===== config.mk =====
export PLATFORM = sky130hd
export DESIGN_NAME = glitch_sequencer_flat
export DESIGN_NICKNAME = d
export VERILOG_FILES = /design/src/rtl/glitch_sequencer_if.sv /design/src/rtl/glitch_sequencer.sv /design/src/flat_wrapper.sv
export SDC_FILE = /design/constraint.sdc
export NUM_CORES = 1
export LEC_CHECK = 0
export CAP_MARGIN = 10
export CORE_ASPECT_RATIO = 0.9
export CORE_MARGIN = 3
export CORE_UTILIZATION = 35
export CTS_CLUSTER_SIZE = 40
export DETAILED_ROUTE_END_ITERATION = 8
export PLACE_DENSITY = 0.57
export SETUP_SLACK_MARGIN = 0.5
export SYNTH_ARGS = -nofsm -noshare
export SYNTH_HDL_FRONTEND = slang
export SYNTH_SLANG_ARGS = --single-unit

===== constraint.sdc =====
create_clock -name clk -period 2 [get_ports clk]
set_input_delay 0.4 -clock clk [delete_from_list [all_inputs] [get_ports clk]]
set_output_delay 0.4 -clock clk [all_outputs]
set_load 0.005 [all_outputs]

===== src/rtl/glitch_sequencer_if.sv =====
`default_nettype none
// ============================================================================
// Module      : glitch_sequencer_if
// Description : Control, configuration and status bundle between the host-side
//               register logic and the glitch timing sequencer.
// Revision    : 1.0 - initial release
// ============================================================================
interface glitch_sequencer_if #(
    parameter int DELAY_W = 16,
    parameter int WIDTH_W = 8,
    parameter int COUNT_W = 4
);
    logic               arm;
    logic               abort;
    logic               trig_in;
    logic               trig_edge;
    logic [DELAY_W-1:0] cfg_delay;
    logic [WIDTH_W-1:0] cfg_width;
    logic [WIDTH_W-1:0] cfg_gap;
    logic [COUNT_W-1:0] cfg_count;
    logic               glitch_out;
    logic               armed;
    logic               busy;
    logic               done;
    logic [COUNT_W-1:0] pulse_idx;

    modport master (
        output arm, abort, trig_in, trig_edge,
        output cfg_delay, cfg_width, cfg_gap, cfg_count,
        input  glitch_out, armed, busy, done, pulse_idx
    );

    modport slave (
        input  arm, abort, trig_in, trig_edge,
        input  cfg_delay, cfg_width, cfg_gap, cfg_count,
        output glitch_out, armed, busy, done, pulse_idx
    );
endinterface
`default_nettype wire


===== src/rtl/glitch_sequencer.sv =====
`default_nettype none
// ============================================================================
// Module      : glitch_sequencer
// Description : Arms on request, waits for a selected trigger edge, then emits
//               a delayed burst of programmable-width glitch pulses.
// Revision    : 1.0 - initial release
// ============================================================================
module glitch_sequencer #(
    parameter int DELAY_W     = 16,
    parameter int WIDTH_W     = 8,
    parameter int COUNT_W     = 4,
    parameter int SYNC_STAGES = 2
) (
    input  wire              clk,
    input  wire              rst,
    glitch_sequencer_if.slave bus
);

    localparam logic [DELAY_W-1:0] c_D_ONE = DELAY_W'(1);
    localparam logic [WIDTH_W-1:0] c_W_ONE = WIDTH_W'(1);
    localparam logic [COUNT_W-1:0] c_C_ONE = COUNT_W'(1);

    typedef enum logic [2:0] {
        S_IDLE  = 3'd0,
        S_ARMED = 3'd1,
        S_DELAY = 3'd2,
        S_PULSE = 3'd3,
        S_GAP   = 3'd4,
        S_DONE  = 3'd5
    } state_t;

    state_t               r_state;
    logic [SYNC_STAGES-1:0] r_sync;
    logic                 r_prev;
    logic [DELAY_W-1:0]   r_delay;
    logic [WIDTH_W-1:0]   r_width;
    logic [WIDTH_W-1:0]   r_gap;
    logic [COUNT_W-1:0]   r_count;
    logic                 r_edge;
    logic [DELAY_W-1:0]   r_dcnt;
    logic [WIDTH_W-1:0]   r_wcnt;
    logic [COUNT_W-1:0]   r_idx;
    logic                 r_glitch;
    logic                 r_armed;
    logic                 r_busy;
    logic                 r_done;

    logic                 w_sync_last;
    logic                 w_strobe;
    logic [WIDTH_W-1:0]   w_width_m1;
    logic [WIDTH_W-1:0]   w_gap_m1;
    logic [COUNT_W-1:0]   w_last_idx;

    // Synchronizer chain for the asynchronous trigger input
    always_ff @(posedge clk) begin
        if (rst) begin
            r_sync[0] <= 1'b0;
        end else begin
            r_sync[0] <= bus.trig_in;
        end
    end

    generate
        for (genvar gi = 1; gi < SYNC_STAGES; gi++) begin : g_sync
            always_ff @(posedge clk) begin
                if (rst) begin
                    r_sync[gi] <= 1'b0;
                end else begin
                    r_sync[gi] <= r_sync[gi-1];
                end
            end
        end
    endgenerate

    always_ff @(posedge clk) begin
        if (rst) begin
            r_prev <= 1'b0;
        end else begin
            r_prev <= w_sync_last;
        end
    end

    assign w_sync_last = r_sync[SYNC_STAGES-1];
    assign w_strobe    = r_edge ? (r_prev & ~w_sync_last) : (w_sync_last & ~r_prev);

    // Zero-valued width, gap and count fields behave as one
    assign w_width_m1 = (r_width == '0) ? '0 : r_width - c_W_ONE;
    assign w_gap_m1   = (r_gap   == '0) ? '0 : r_gap   - c_W_ONE;
    assign w_last_idx = (r_count == '0) ? '0 : r_count - c_C_ONE;

    always_ff @(posedge clk) begin
        if (rst) begin
            r_state  <= S_IDLE;
            r_delay  <= '0;
            r_width  <= '0;
            r_gap    <= '0;
            r_count  <= '0;
            r_edge   <= 1'b0;
            r_dcnt   <= '0;
            r_wcnt   <= '0;
            r_idx    <= '0;
            r_glitch <= 1'b0;
            r_armed  <= 1'b0;
            r_busy   <= 1'b0;
            r_done   <= 1'b0;
        end else begin
            r_done <= 1'b0;
            if (bus.abort) begin
                r_state  <= S_IDLE;
                r_glitch <= 1'b0;
                r_armed  <= 1'b0;
                r_busy   <= 1'b0;
            end else begin
                case (r_state)
                    S_IDLE: begin
                        if (bus.arm) begin
                            r_delay <= bus.cfg_delay;
                            r_width <= bus.cfg_width;
                            r_gap   <= bus.cfg_gap;
                            r_count <= bus.cfg_count;
                            r_edge  <= bus.trig_edge;
                            r_idx   <= '0;
                            r_armed <= 1'b1;
                            r_state <= S_ARMED;
                        end
                    end
                    S_ARMED: begin
                        if (w_strobe) begin
                            r_dcnt  <= r_delay;
                            r_armed <= 1'b0;
                            r_busy  <= 1'b1;
                            r_state <= S_DELAY;
                        end
                    end
                    // Down-count to zero gives D+1 cycles without wrapping at max D
                    S_DELAY: begin
                        if (r_dcnt == '0) begin
                            r_wcnt   <= w_width_m1;
                            r_glitch <= 1'b1;
                            r_state  <= S_PULSE;
                        end else begin
                            r_dcnt <= r_dcnt - c_D_ONE;
                        end
                    end
                    S_PULSE: begin
                        if (r_wcnt == '0) begin
                            r_glitch <= 1'b0;
                            if (r_idx == w_last_idx) begin
                                r_busy  <= 1'b0;
                                r_done  <= 1'b1;
                                r_state <= S_DONE;
                            end else begin
                                r_wcnt  <= w_gap_m1;
                                r_state <= S_GAP;
                            end
                        end else begin
                            r_wcnt <= r_wcnt - c_W_ONE;
                        end
                    end
                    S_GAP: begin
                        if (r_wcnt == '0) begin
                            r_idx    <= r_idx + c_C_ONE;
                            r_wcnt   <= w_width_m1;
                            r_glitch <= 1'b1;
                            r_state  <= S_PULSE;
                        end else begin
                            r_wcnt <= r_wcnt - c_W_ONE;
                        end
                    end
                    S_DONE: begin
                        r_state <= S_IDLE;
                    end
                    default: begin
                        r_glitch <= 1'b0;
                        r_armed  <= 1'b0;
                        r_busy   <= 1'b0;
                        r_state  <= S_IDLE;
                    end
                endcase
            end
        end
    end

    assign bus.glitch_out = r_glitch;
    assign bus.armed      = r_armed;
    assign bus.busy       = r_busy;
    assign bus.done       = r_done;
    assign bus.pulse_idx  = r_idx;

endmodule
`default_nettype wire


===== src/flat_wrapper.sv =====
// flat-port wrapper written by rule: the top's interface ports become plain ports
module glitch_sequencer_flat 
#(
    parameter int DELAY_W     = 16,
    parameter int WIDTH_W     = 8,
    parameter int COUNT_W     = 4,
    parameter int SYNC_STAGES = 2
)
  (clk, rst, bus_arm, bus_abort, bus_trig_in, bus_trig_edge, bus_cfg_delay, bus_cfg_width, bus_cfg_gap, bus_cfg_count, bus_glitch_out, bus_armed, bus_busy, bus_done, bus_pulse_idx);
  glitch_sequencer_if #(.DELAY_W(DELAY_W), .WIDTH_W(WIDTH_W), .COUNT_W(COUNT_W)) bus_i ();
  input  wire clk;
  input  wire rst;
  input wire logic [$bits(bus_i.arm)-1:0] bus_arm;
  input wire logic [$bits(bus_i.abort)-1:0] bus_abort;
  input wire logic [$bits(bus_i.trig_in)-1:0] bus_trig_in;
  input wire logic [$bits(bus_i.trig_edge)-1:0] bus_trig_edge;
  input wire logic [$bits(bus_i.cfg_delay)-1:0] bus_cfg_delay;
  input wire logic [$bits(bus_i.cfg_width)-1:0] bus_cfg_width;
  input wire logic [$bits(bus_i.cfg_gap)-1:0] bus_cfg_gap;
  input wire logic [$bits(bus_i.cfg_count)-1:0] bus_cfg_count;
  output wire logic [$bits(bus_i.glitch_out)-1:0] bus_glitch_out;
  output wire logic [$bits(bus_i.armed)-1:0] bus_armed;
  output wire logic [$bits(bus_i.busy)-1:0] bus_busy;
  output wire logic [$bits(bus_i.done)-1:0] bus_done;
  output wire logic [$bits(bus_i.pulse_idx)-1:0] bus_pulse_idx;
  assign bus_i.arm = bus_arm;
  assign bus_i.abort = bus_abort;
  assign bus_i.trig_in = bus_trig_in;
  assign bus_i.trig_edge = bus_trig_edge;
  assign bus_i.cfg_delay = bus_cfg_delay;
  assign bus_i.cfg_width = bus_cfg_width;
  assign bus_i.cfg_gap = bus_cfg_gap;
  assign bus_i.cfg_count = bus_cfg_count;
  assign bus_glitch_out = bus_i.glitch_out;
  assign bus_armed = bus_i.armed;
  assign bus_busy = bus_i.busy;
  assign bus_done = bus_i.done;
  assign bus_pulse_idx = bus_i.pulse_idx;
  glitch_sequencer #(.DELAY_W(DELAY_W), .WIDTH_W(WIDTH_W), .COUNT_W(COUNT_W), .SYNC_STAGES(SYNC_STAGES)) u_core (.clk(clk), .rst(rst), .bus(bus_i));
endmodule

==> results of run 1 <==
[stage by stage]
step / cells / area (µm²) / utilization (%) / hold WS, ns / power [W]
final: 819 / 6640 / 59.9 / 0.444 / 0.00404
after global routing: 819 / 6640 / 59.9 / 0.469 / 0.00420
after CTS: 810 / 6010 / 54.3 / 0.445 / 0.00394
after detailed placement: 776 / 5270 / 47.5 / 0.434 / 0.00209
after global placement: 776 / 5270 / 47.5 / 0.434 / 0.00208
after floorplan: 541 / 4240 / - / 0.414 / 0.00189
[placed cells by master (no fill, tap or decap), types with 5 or more instances in the layout]
cell             synthesis  layout
nand2_2                  0      16
a21oi_1                 77      44
nand2_4                  1      24
o31ai_1                  6       5
nand2b_1                 9       9
buf_6                    1      15
or4_4                    1       5
nor2b_1                  5       5
nand2_1                107      67
nor4_4                   0       7
inv_1                   23      21
clkdlybuf4s50_1          0      39
mux2i_1                  5       5
dfxtp_2                  0      12
clkbuf_16                0      15
dlygate4sd2_1            0       8
buf_4                    1      65
or3_1                    5       5
o21ai_0                 17       5
xnor2_1                  9       8
dfxtp_1                 75      60
nor3_1                  17      13
a211oi_2                 0       7
nand3b_1                 6       6
xor2_1                   7       7
o21ai_1                  1      12
a21oi_2                  0      31
nor2_1                  39      36
ha_1                     9       8
[power groups by stage]
stage               sequential [W]  clock [W]  combinational (W)
detailed placement         0.00161          0           0.000485
global placement           0.00161          0           0.000478
finish                     0.00157    0.00179           0.000673
CTS                        0.00157    0.00183           0.000537
floorplan                  0.00160          0           0.000287
global route               0.00158    0.00189           0.000728
[sequential cells by signal, indices dropped and copies added, names as in the netlist]
signal / count
u_core.bus.glitch_out: 1
u_core.bus.armed: 1
u_core.r_count: 4
u_core.r_edge: 1
u_core.r_dcnt: 16
u_core.r_wcnt: 8
u_core.r_delay: 16
u_core.r_state: 3
u_core.bus.busy: 1
u_core.r_width: 8
u_core.r_prev: 1
u_core.bus.done: 1
u_core.r_gap: 8
u_core.w_sync_last: 1
u_core.bus.pulse_idx: 4
u_core.r_sync: 1
[layout make-up]
cell class              count  share of cell area [%]
inverters                  23                    1.30
clock inverters             4                    1.09
clock buffers              12                    3.86
multi-input cells         413                    47.1
repair buffers            140                    20.8
well taps                 152                    2.86
flip-flops and latches     75                    23.0
[cells by family after synthesis]
family | count (synthesis) | synth area share (%)
DFF | 75 | 36.9
adders and majority gates | 9 | 2.77
muxes | 6 | 1.87
buffers and inverters | 53 | 5.19
xor gates and xnor gates | 16 | 3.44
AOI/OAI and AO/OA | 146 | 21.6
and+or+nand+nor | 236 | 28.2
[path summary, 6_finish.rpt]
check                       end  slack, ns
max reg2reg   u_core.r_dcnt[12]      -0.07
min          u_core.w_sync_last       0.44
max           u_core.r_dcnt[12]      -0.07
min reg2reg  u_core.w_sync_last       0.44
[per-layer routing]
metal	part of all wire, %	vias to the layer above
met5	0	-
met4	0.91	0
met3	5.3	11
met2	46	90
met1	48	2096
li1	-	2146
[what timing repair did]
| item | in CTS | in global routing |
|---|---|---|
| buffers inserted | 18 | 2 |
| resized for setup | 83 | 117 |
| pin swaps | 27 | 40 |
| setup endpoints to repair | 79 | 64 |
| endpoints found under the hold margin | 0 | 0 |
| gates cloned | 0 | 7 |
==> metrics.md, run 1 <==
| Metric | Value |
|---|---|
| Fraction of layout cells with a size suffix above 1 | `about two fifths` |
| Vias in the first global route | `just under 4,000` |
| Slowest stage delay, CP | `~0.46 ns` |
| 1st-pass router iterations | `4` |
| Largest net degree at the start of global routing | `31` |
| Critical Path AT | `about 2.3 ns` |
| RePlAce Congestion | `between 0.8 and 0.9` |
| Core Region | `between 10,000 and 15,000 µm²` |
| Synth top area share | `36.9%` |
| Clk root buf | `clkbuf_16` |
| Final min period | `roughly 2.1 ns` |
| Die height | `108 µm` |
| Outcome | `finished, violations left` |
| Highest net fanout along the worst path | `5` |
| Wire length per cell | `between 15 and 20 µm` |
| Failing checks | `setup timing` |
| Crit start category | `flop` |
| CTS clk-pin slew, worst paths | `0.06 ns` |
| Fillers | `approximately 990` |
| Synthesized Nets | `592` |
| GR Util met3 | `under 10%` |
| Busiest layer in global routing | `met2` |
| Clock skew | `0.00628 ns` |
| I/O Buffers | `roughly 50` |
| Die Width | `120 µm` |
| Multi-input logic area | `around 3100 µm²` |
| Avg Synthesized Cell Area | `approximately 7.5 µm²` |
| Hold path cells | `1` |
| FMAX | `0.483 GHz` |
| Slew headroom | `55.0%` |
| Pre-CTS WS | `-0.101 ns` |
| Slew Viols, Final | `0` |
| DRC viols | `0` |
| Asr flop ratio synth | `0%` |
| Top Ports | `50` |
| Seq cells post-synth | `75` |
| Post-route clock period utilization | `104%` |
| Initial Util | `a little under two fifths` |
| Clock Latency Late Sink | `~0.34 ns` |
| Hold Crit Start | `u_core.r_sync[0]` |
| H-tree Lvls | `3` |
| Yosys cell types | `55` |
| Dominant cells by area after synthesis | `dfxtp_1 (37%), nand2_1 (9.9%), a21oi_1 (9.5%)` |
| Power per cell area | `609 nW/µm²` |
| Hold_buf cts | `0` |
| Gr usage total | `between 10% and 20%` |
| Total number of vias | `approximately 4,300` |
| NetSw | `0.00102 W` |
| Setup tns final | `-0.763 ns` |
| Sw frac | `around a quarter` |
| Most frequent cell after synthesis | `nand2_1` |
| Cells after Synth | `541` |
| Classification of the worst setup path | `reg -> reg` |
| Register area | `roughly 1500 µm²` |
| Total clock sinks | `75` |
| Internal power | `0.00303 W` |
| First-pass GRT wire length | `approximately 19,000 µm` |
| Worst-margin pin slew | `just under 0.7 ns` |
| Logic pwr share | `roughly 17%` |
| Dpl hpwl | `8370 µm` |
| Commonest cells in the netlist | `nand2_1 (107), a21oi_1 (77), dfxtp_1 (75)` |
| Synth area leader | `dfxtp_1` |
| DR vias/cell | `5.30` |
| Rows | `36` |
| Family with the most delay on the worst path | `simple AND/OR/NAND/NOR gates` |
| Ant diodes | `0` |
| Critical path depth in cells | `7` |
| Initial antenna violation count | `0` |
| Clk buf depth | `2` |
| R2r startpoint | `u_core.r_dcnt[9]` |
| Launch point of the worst path | `u_core.r_dcnt[9]` |
| Grt met1 use | `around 25%` |
| Sequential Power Share | `39.0%` |
| Final Net Count | `approximately 710` |
| Overflow after GRT | `0` |
| Sequential-to-total area share from yosys stat | `between 30% and 40%` |
| Unrepaired setup endpoints after global routing | `true` |
| Hold Crit Class | `reg -> reg` |
| Primary FF master, synth | `dfxtp_1` |
| Max Cap Viol | `0` |
| Met2 usage | `between 20% and 30%` |
| P&R area growth vs syn | `63.0%` |
| Routed wire length | `roughly 13,000 µm` |
| Detail Route Antenna Nets | `0` |
| Iter 0 DRT Violations | `295` |
| Slowest CP cell | `or4_4` |
| Setup ws final | `-0.0720 ns` |
| Peak supply drop | `between 0.4 and 0.5 mV` |
| CP required | `between 2 and 2.5 ns` |
| WP buf/inv | `2` |
| Worst setup EP type | `flop` |
| Crit-path cells | `or2_1 > or4_4 > o31ai_4 > a21o_2 > clkbuf_16 > buf_4 > o32ai_1` |
| Post-synth EDFFs | `0` |
| CTS tree | `yes` |
| Final Hold Fails | `0` |
| Ys Warns | `0` |
| Leak Pwr | `approximately 2.7 nW` |
| Die Footprint | `between 10,000 and 15,000 µm²` |
| Mapped cell area | `~4000 µm²` |
| Final setup fails | `25` |
| Clk pwr share | `about 44%` |
| CTS Buf Count | `9` |
| Worst reg2reg path depth | `7` |
Note: power is estimated with default switching activity, not from simulation.
==> run 2, diff against run 1 <==
PLACE_DENSITY = 0.55   (was 0.57)
==> metrics.md, run 2 (synthesized netlist as in run 1, its figures left out) <==
| Metric | Value |
|---|---|
| Outcome | `finished, violations left` |
| Failing checks | `setup timing` |
| Final min period | `2.03 ns (-0.0416 ns)` |
| Fraction of layout cells with a size suffix above 1 | `33.1% (-5.6 points)` |
| Fillers | `1,055 (+6.2%)` |
| R2r startpoint | `u_core.r_gap[2]` |
| Die Width | `120 µm (unchanged)` |
| Routed wire length | `12,800 µm (-2.2%)` |
| Register area | `1530 µm² (unchanged)` |
| I/O Buffers | `49 (unchanged)` |
| Setup ws final | `-0.0304 ns (+0.0416 ns)` |
| Leading registers by flop count | `u_core.r_dcnt: 16 flops, u_core.r_delay: 16 flops` |
| Crit start category | `flop` |
| Worst-margin pin slew | `0.326 ns (-0.349 ns)` |
| Iter 0 DRT Violations | `221 (-25%)` |
| Die height | `108 µm (unchanged)` |
| Peak supply drop | `0.482 mV (+17%)` |
| P&R area growth vs syn | `54.9%` |
| FMAX | `0.493 GHz (+2.1%)` |
| Total number of vias | `4,252 (-2.1%)` |
| Most frequent cells in the layout | `nand2_1 (96), a21oi_1 (63), dfxtp_1 (60)` |
| Worst setup EP type | `flop` |
| Max Cap Viol | `0 (unchanged)` |
| Top Ports | `50 (unchanged)` |
| Final Hold Fails | `0 (unchanged)` |
| Overflow after GRT | `0 (unchanged)` |
| H-tree Lvls | `3 (unchanged)` |
| Final Net Count | `701 (-1.7%)` |
| Core Region | `11,100 µm² (unchanged)` |
| Clock skew | `0.00793 ns (+0.00164 ns)` |
| Vias in the first global route | `3,925 (-0.68%)` |
| Worst reg2reg path depth | `6 (-1)` |
| Hold_buf cts | `0 (unchanged)` |
| Rows | `36 (unchanged)` |
| RePlAce Congestion | `0.853 (-3.6%)` |
| DRC viols | `0 (unchanged)` |
| Min Hold Slack | `0.384 ns (-0.0601 ns)` |
| Clk root buf | `clkbuf_16` |
| Classification of the worst setup path | `reg -> reg` |
| Clk buf depth | `2 (unchanged)` |
| Post-route clock period utilization | `102% (-2.1 points)` |
| Hold Crit Start | `rst` |
| Initial antenna violation count | `0 (unchanged)` |
| Detail Route Antenna Nets | `0 (unchanged)` |
| Initial Util | `36.8% (unchanged)` |
| Hold path cells | `2 (+1)` |
| Gr usage total | `19.1% (+0.80 points)` |
| Largest net degree at the start of global routing | `51 (+65%)` |
| Power per cell area | `581 nW/µm² (-4.5%)` |
| CTS tree | `yes` |
| Launch point of the worst path | `u_core.r_gap[2]` |
| Critical Path AT | `2.24 ns (-0.03 ns)` |
| Slew headroom | `78.3% (+23 points)` |
| 1st-pass router iterations | `4 (unchanged)` |
| Hold Crit Class | `in -> reg` |
| Unrepaired setup endpoints after global routing | `true` |
| CP required | `2.21 ns (about the same)` |
| Highest net fanout along the worst path | `6 (+1)` |
| Total clock sinks | `75 (unchanged)` |
| CTS Buf Count | `9 (unchanged)` |
| Setup tns final | `-0.0739 ns (+0.689 ns)` |
| Ant diodes | `0 (unchanged)` |
| Die Footprint | `13,000 µm² (unchanged)` |
| DR vias/cell | `5.28 (-0.39%)` |
| Clock Latency Late Sink | `0.33 ns (about the same)` |
| Leak Pwr | `2.48 nW (-7.1%)` |
| Multi-input logic area | `2950 µm² (-5.6%)` |
| Commonest non-fill, non-tap cell in the layout | `nand2_1` |
| Wire length per cell | `15.9 µm (-0.50%)` |
| Pre-CTS WS | `-0.0213 ns (+0.0793 ns)` |
| Slew Viols, Final | `0 (unchanged)` |
| First-pass GRT wire length | `20,100 µm (+4.1%)` |
| Final setup fails | `5 (-80%)` |
| Core Util, Final | `56.9% (-3.0 points)` |
| Dpl hpwl | `8160 µm (-2.6%)` |
| CTS clk-pin slew, worst paths | `0.06 ns (about the same)` |
==> run 2: cell types whose count changed in the layout (fill, tap and decap cells not counted), moves of 4 or more <==
cell	before	now
buf_6	15	20
nand2_4	24	6
o21ai_1	12	2
a21oi_2	31	11
a21oi_1	44	63
buf_4	65	48
nand2_1	67	96
nor3_2	0	4
o21ai_2	0	7
nand2_2	16	6
==> run 2: critical path: stages, from the launching register on <==
cell and delay (ns):
dfxtp_2 0.32, or4_4 0.54, or4b_4 0.52, nand2_4 0.13, o22ai_1 0.12, nor4_1 0.20
a211oi_1 0.08
==> run 2: stage by stage <==
step	power, W	instances	cell area, µm²
2_1_floorplan	0.00189	541	4240
3_3_place_gp	0.00208	769	5230
3_5_place_dp	0.00209	769	5230
4_1_cts	0.00364	795	5860
5_1_grt	0.00383	805	6310
6_report	0.00367	805	6310
==> run 2: cell type report <==
cell class	count	share of cell area (%)
Clock inverter	3	0.238
Inverter	23	1.37
Tap cell	152	3.02
Multi-Input combinational cell	413	46.8
Timing Repair Buffer	128	20.3
Sequential cell	75	24.2
Clock buffer	11	4.01
==> run 2: worst paths after layout <==
check                                                to  slack [ns]
worst max-delay path                   u_core.r_wcnt[7]       -0.03
worst min register to register       u_core.w_sync_last        0.44
worst max register to register         u_core.r_wcnt[7]       -0.03
worst min-delay path            u_core.bus.pulse_idx[2]        0.38
==> run 2: power by group <==
group          internal (W)  switching (W)  leakage, nW  total, W
sequential          0.00154      0.0000411        0.617   0.00158
clock              0.000887       0.000608        0.137   0.00149
combinational      0.000307       0.000289         1.72  0.000596
==> run 2: metal layers <==
layer | global-route usage, % | up-vias | part of all wire [%]
li1 | - | 2118 | -
met1 | 27.0 | 2020 | 48
met2 | 29.4 | 108 | 45
met3 | 5.39 | 6 | 5.9
met4 | 3.76 | 0 | 0.65
met5 | 0 | - | 0
==> run 2: what timing repair did <==
action                     in CTS  in global routing
resized for setup              74                 78
gates cloned                    2                  5
setup endpoints to repair      80                 72
buffers inserted               10                  5
pin swaps                      37                 32
